**src/rtl/traffic_light_monitor.sv**
```systemverilog
// Passive run-time checker for a RED->GREEN->YELLOW traffic light: flags non-one-hot
// lamp patterns, out-of-order phases and wrong phase dwell, and counts completed cycles.
module traffic_light_monitor #(
    parameter int RED_TIME    = 5,
    parameter int GREEN_TIME  = 5,
    parameter int YELLOW_TIME = 2,
    parameter int CNT_W       = 8
) (
    input  logic             clk,
    input  logic             reset,
    input  logic             red,
    input  logic             yellow,
    input  logic             green,
    output logic [1:0]       phase,
    output logic             err_pattern,
    output logic             err_order,
    output logic             err_dwell,
    output logic             err_any,
    output logic [CNT_W-1:0] cycles
);

    typedef enum logic [1:0] {
        SYNC   = 2'd0,
        RED    = 2'd1,
        GREEN  = 2'd2,
        YELLOW = 2'd3
    } state_t;

    localparam logic [CNT_W-1:0] R_T       = CNT_W'(RED_TIME);
    localparam logic [CNT_W-1:0] G_T       = CNT_W'(GREEN_TIME);
    localparam logic [CNT_W-1:0] Y_T       = CNT_W'(YELLOW_TIME);
    localparam logic [CNT_W-1:0] DWELL_MAX = '1;

    state_t             state_q, state_d;
    logic [CNT_W-1:0]   dwell_q, dwell_d;
    logic               partial_q, partial_d;
    logic               err_pattern_q, err_pattern_d;
    logic               err_order_q, err_order_d;
    logic               err_dwell_q, err_dwell_d;
    logic               err_any_q, err_any_d;
    logic [CNT_W-1:0]   cycles_q, cycles_d;

    logic               legal;
    state_t             pat;
    state_t             succ;
    logic [CNT_W-1:0]   t_cur;

    always_comb begin
        legal = 1'b1;
        pat   = SYNC;
        case ({red, yellow, green})
            3'b100:  pat = RED;
            3'b001:  pat = GREEN;
            3'b010:  pat = YELLOW;
            default: legal = 1'b0;
        endcase
    end

    always_comb begin
        t_cur = DWELL_MAX;
        succ  = SYNC;
        case (state_q)
            RED:     begin t_cur = R_T; succ = GREEN;  end
            GREEN:   begin t_cur = G_T; succ = YELLOW; end
            YELLOW:  begin t_cur = Y_T; succ = RED;    end
            default: ;
        endcase
    end

    always_comb begin
        state_d       = state_q;
        dwell_d       = dwell_q;
        partial_d     = partial_q;
        err_pattern_d = 1'b0;
        err_order_d   = 1'b0;
        err_dwell_d   = 1'b0;
        cycles_d      = cycles_q;

        if (!legal) begin
            // Abandoned phase gets no dwell check; resynchronise on the next legal lamp.
            err_pattern_d = 1'b1;
            state_d       = SYNC;
            dwell_d       = '0;
            partial_d     = 1'b0;
        end else if (state_q == SYNC) begin
            state_d   = pat;
            dwell_d   = CNT_W'(1);
            partial_d = 1'b1;
        end else if (pat == state_q) begin
            if (dwell_q != DWELL_MAX) dwell_d = dwell_q + CNT_W'(1);
            // Only the step onto T+1 pulses, so a held phase reports overlong once.
            err_dwell_d = (dwell_q == t_cur);
        end else begin
            err_dwell_d = !partial_q && (dwell_q < t_cur);
            err_order_d = (pat != succ);
            if (state_q == YELLOW && pat == RED) cycles_d = cycles_q + CNT_W'(1);
            state_d   = pat;
            dwell_d   = CNT_W'(1);
            partial_d = 1'b0;
        end

        err_any_d = err_any_q | err_pattern_d | err_order_d | err_dwell_d;
    end

    always_ff @(posedge clk) begin
        if (reset) begin
            state_q       <= SYNC;
            dwell_q       <= '0;
            partial_q     <= 1'b0;
            err_pattern_q <= 1'b0;
            err_order_q   <= 1'b0;
            err_dwell_q   <= 1'b0;
            err_any_q     <= 1'b0;
            cycles_q      <= '0;
        end else begin
            state_q       <= state_d;
            dwell_q       <= dwell_d;
            partial_q     <= partial_d;
            err_pattern_q <= err_pattern_d;
            err_order_q   <= err_order_d;
            err_dwell_q   <= err_dwell_d;
            err_any_q     <= err_any_d;
            cycles_q      <= cycles_d;
        end
    end

    assign phase       = state_q;
    assign err_pattern = err_pattern_q;
    assign err_order   = err_order_q;
    assign err_dwell   = err_dwell_q;
    assign err_any     = err_any_q;
    assign cycles      = cycles_q;

endmodule

```
**config.mk**
```make
export PLATFORM = sky130hd
export DESIGN_NAME = traffic_light_monitor
export DESIGN_NICKNAME = d
export VERILOG_FILES = /design/src/rtl/traffic_light_monitor.sv
export SDC_FILE = /design/constraint.sdc
export NUM_CORES = 1
export LEC_CHECK = 0
export CAP_MARGIN = 10
export CORE_AREA = 5 5 54 68
export DETAILED_ROUTE_END_ITERATION = 10
export DIE_AREA = 0 0 59 73
export PLACE_DENSITY = 0.7
export SYNTH_ARGS = -nofsm -noshare
export SYNTH_HDL_FRONTEND = slang
export SYNTH_SLANG_ARGS = --single-unit
```
**constraint.sdc**
```tcl
create_clock -name clk -period 4.7 [get_ports clk]
set_input_delay 0.705 -clock clk [delete_from_list [all_inputs] [get_ports clk]]
set_output_delay 0.705 -clock clk [all_outputs]
set_load 0.03 [all_outputs]
```
==> reports/qor.txt <==
Hold_buf cts = 0
H-tree levels = 1
Status = completed
Hpwl dp = 2180 um
Ports = 19
Minimum clock period = 2770 ps
Pwr Density = 234 nW/um2
Post-synth EDFFs = 0
Slew HR = 0.652
Area Overhead vs Synth = 16.9%
Maximum VDD drop = 0.176 mV
Ys flop type = dfxtp_1
Grt ovf = 0
Setup Viol. Count Final = 0
Critical path startpoint category = primary input
Global Route Usage Sum = 0.141
Number of synthesized register bits = 23
Fillers = 310
Setup TNS = 0 ps
Vias in the first global route = 1175
RSZ-0062 raised after global routing = no
IO Port Bufs = 18
Worst-path clk slew = 80 ps
First-pass iteration count of the detailed router = 4
Routed Antenna Nets = 0
Worst clock skew = 8.55 ps
Critical Path RT = 4850 ps
Final WL = 2810 um
Routed wire per std cell = 13.4 um
Longest Clk Path Bufs = 2
Clock Tree Root = clkbuf_8
Ys Warns = 0
Initial antenna violation count = 0
Total power = 383 uW
Initial core utilization = 0.460
Detailed-route DRC error count = 0
Synth Cell Area = 1400 um2
Clk sinks = 23
Die area = 4310 um2
Setup Buffers After CTS = 0
Synth cell count leaders = dfxtp_1 (23), nor2_1 (23), ha_1 (13)
Sequential element share of the synthesized area = 0.328
Core area = 3050 um2
Yosys cell types = 43
Critical setup path kind = in2reg
Routed vias = 1164
Die Span X = 59 um
Initial DRC Count = 22
Syn_nets = 172
TritonCTS clock tree = done
Asr flop ratio synth = 0
Placer congestion estimate = 0.813
Top post-synthesis cells by area = dfxtp_1 (33%), ha_1 (12%), nor2_1 (6.2%)
Crit share post-route = 0.589
Slew @ Worst Pin = 521 ps
Critical path capture point type = flop
Post-synth top area cell = dfxtp_1
Share of cells above drive strength 1 = 0.0640
Post-Syn Instances = 154
Critical path arrival = 2920 ps
Post_cts resized = 0
F_max = 361 MHz
Max-Cap Viols = 0
Largest net degree at the start of global routing = 16
# diodes = 0
Final Hold Fails = 0
CTS buffer count = 3
First-pass GRT wire length = 4900 um
Leak = 0.000621 uW
Max Slew Vio Count = 0
Die Ht = 73 um
Clk_lat worst skew = 260 ps
Final net count = 191
Syn_area_per_cell = 9.11 um2
Share of the synthesized area in the top cell type = 0.328
Worst min path class = reg2reg
CP max FO = 11
Row cnt = 23
Routed vias/inst = 5.57
[sequential cells by signal (all words and copies together) (netlist names)]
register     cells
cycles           8
dwell_q          8
err_any          1
err_dwell        1
err_order        1
err_pattern      1
partial_q        1
phase            2
[worst paths after layout]
check	start	endpoint	slack, ps	depth (start not counted)
max	yellow	cycles[6]	1930	6
min	partial_q	partial_q	500	2
max reg2reg	phase[0]	err_any	2200	8
min reg2reg	partial_q	partial_q	500	2
[area by class of cell]
class | count | area [um2] | area share
inverters | 5 | 18.8 | 0.0114
multi-input cells | 122 | 890 | 0.542
well taps | 37 | 46.3 | 0.0282
clock buffers | 4 | 45.0 | 0.0275
flip-flops and latches | 23 | 460 | 0.281
repair buffers | 18 | 180 | 0.110
[stage by stage]
step           std cells  hold WS, ps  utilization  instance area [um2]  setup WS, ps
6_report             209          502        0.538                 1640          1930
5_1_grt              209          530        0.538                 1640          1820
4_1_cts              209          499        0.538                 1640          1930
3_5_place_dp         205          479        0.523                 1600          1650
3_3_place_gp         205          477        0.523                 1600          1730
2_1_floorplan        154          452            -                 1400          2310
[cell families (layout without fill, tap and decap cells)]
family / Yosys count / after routing / share of synthesized area
DFF: 23 / 23 / 0.328
and+or+nand+nor: 70 / 70 / 0.286
muxes: 5 / 5 / 0.0375
xor gates and xnor gates: 12 / 12 / 0.0749
adders and majority gates: 14 / 14 / 0.124
AOI/OAI and AO/OA: 21 / 21 / 0.112
buffers and inverters: 9 / 27 / 0.0375
[metal layers]
metal,GRT usage,share of wire,vias up
li1,-,-,597
met1,0.176,0.46,548
met2,0.247,0.51,15
met3,0.0265,0.030,4
met4,0.0353,0.0078,0
met5,0,0,-
[placed cells by master, fill, tap and decap left out, types with 2 or more instances in the layout]
cell type,instances
or4_1,2
clkdlybuf4s50_1,18
o21ai_0,3
dfxtp_1,23
ha_1,13
xnor2_1,8
nor4_1,3
nand3_1,3
nor2_1,23
inv_1,5
a31oi_1,3
nand2_1,5
mux2i_1,3
nor2b_1,5
a21oi_1,5
xor2_1,4
and3_1,4
nor3_1,4
o211ai_1,3
nand4_1,7
mux2_1,2
clkbuf_8,3
and2_1,2
and4bb_2,2
[power breakdown]
group	switching (uW)	internal [uW]
clock network	61.4	60.4
logic	34.3	24.7
registers	3.76	199
[critical path, cell delays in order]
cell and delay [ps]:
clkdlybuf4s50_1 690, and4bb_2 300, a221o_2 450, nor3_4 260, and3_1 200, mux2_1 310
(Power assumes the default switching activity.)
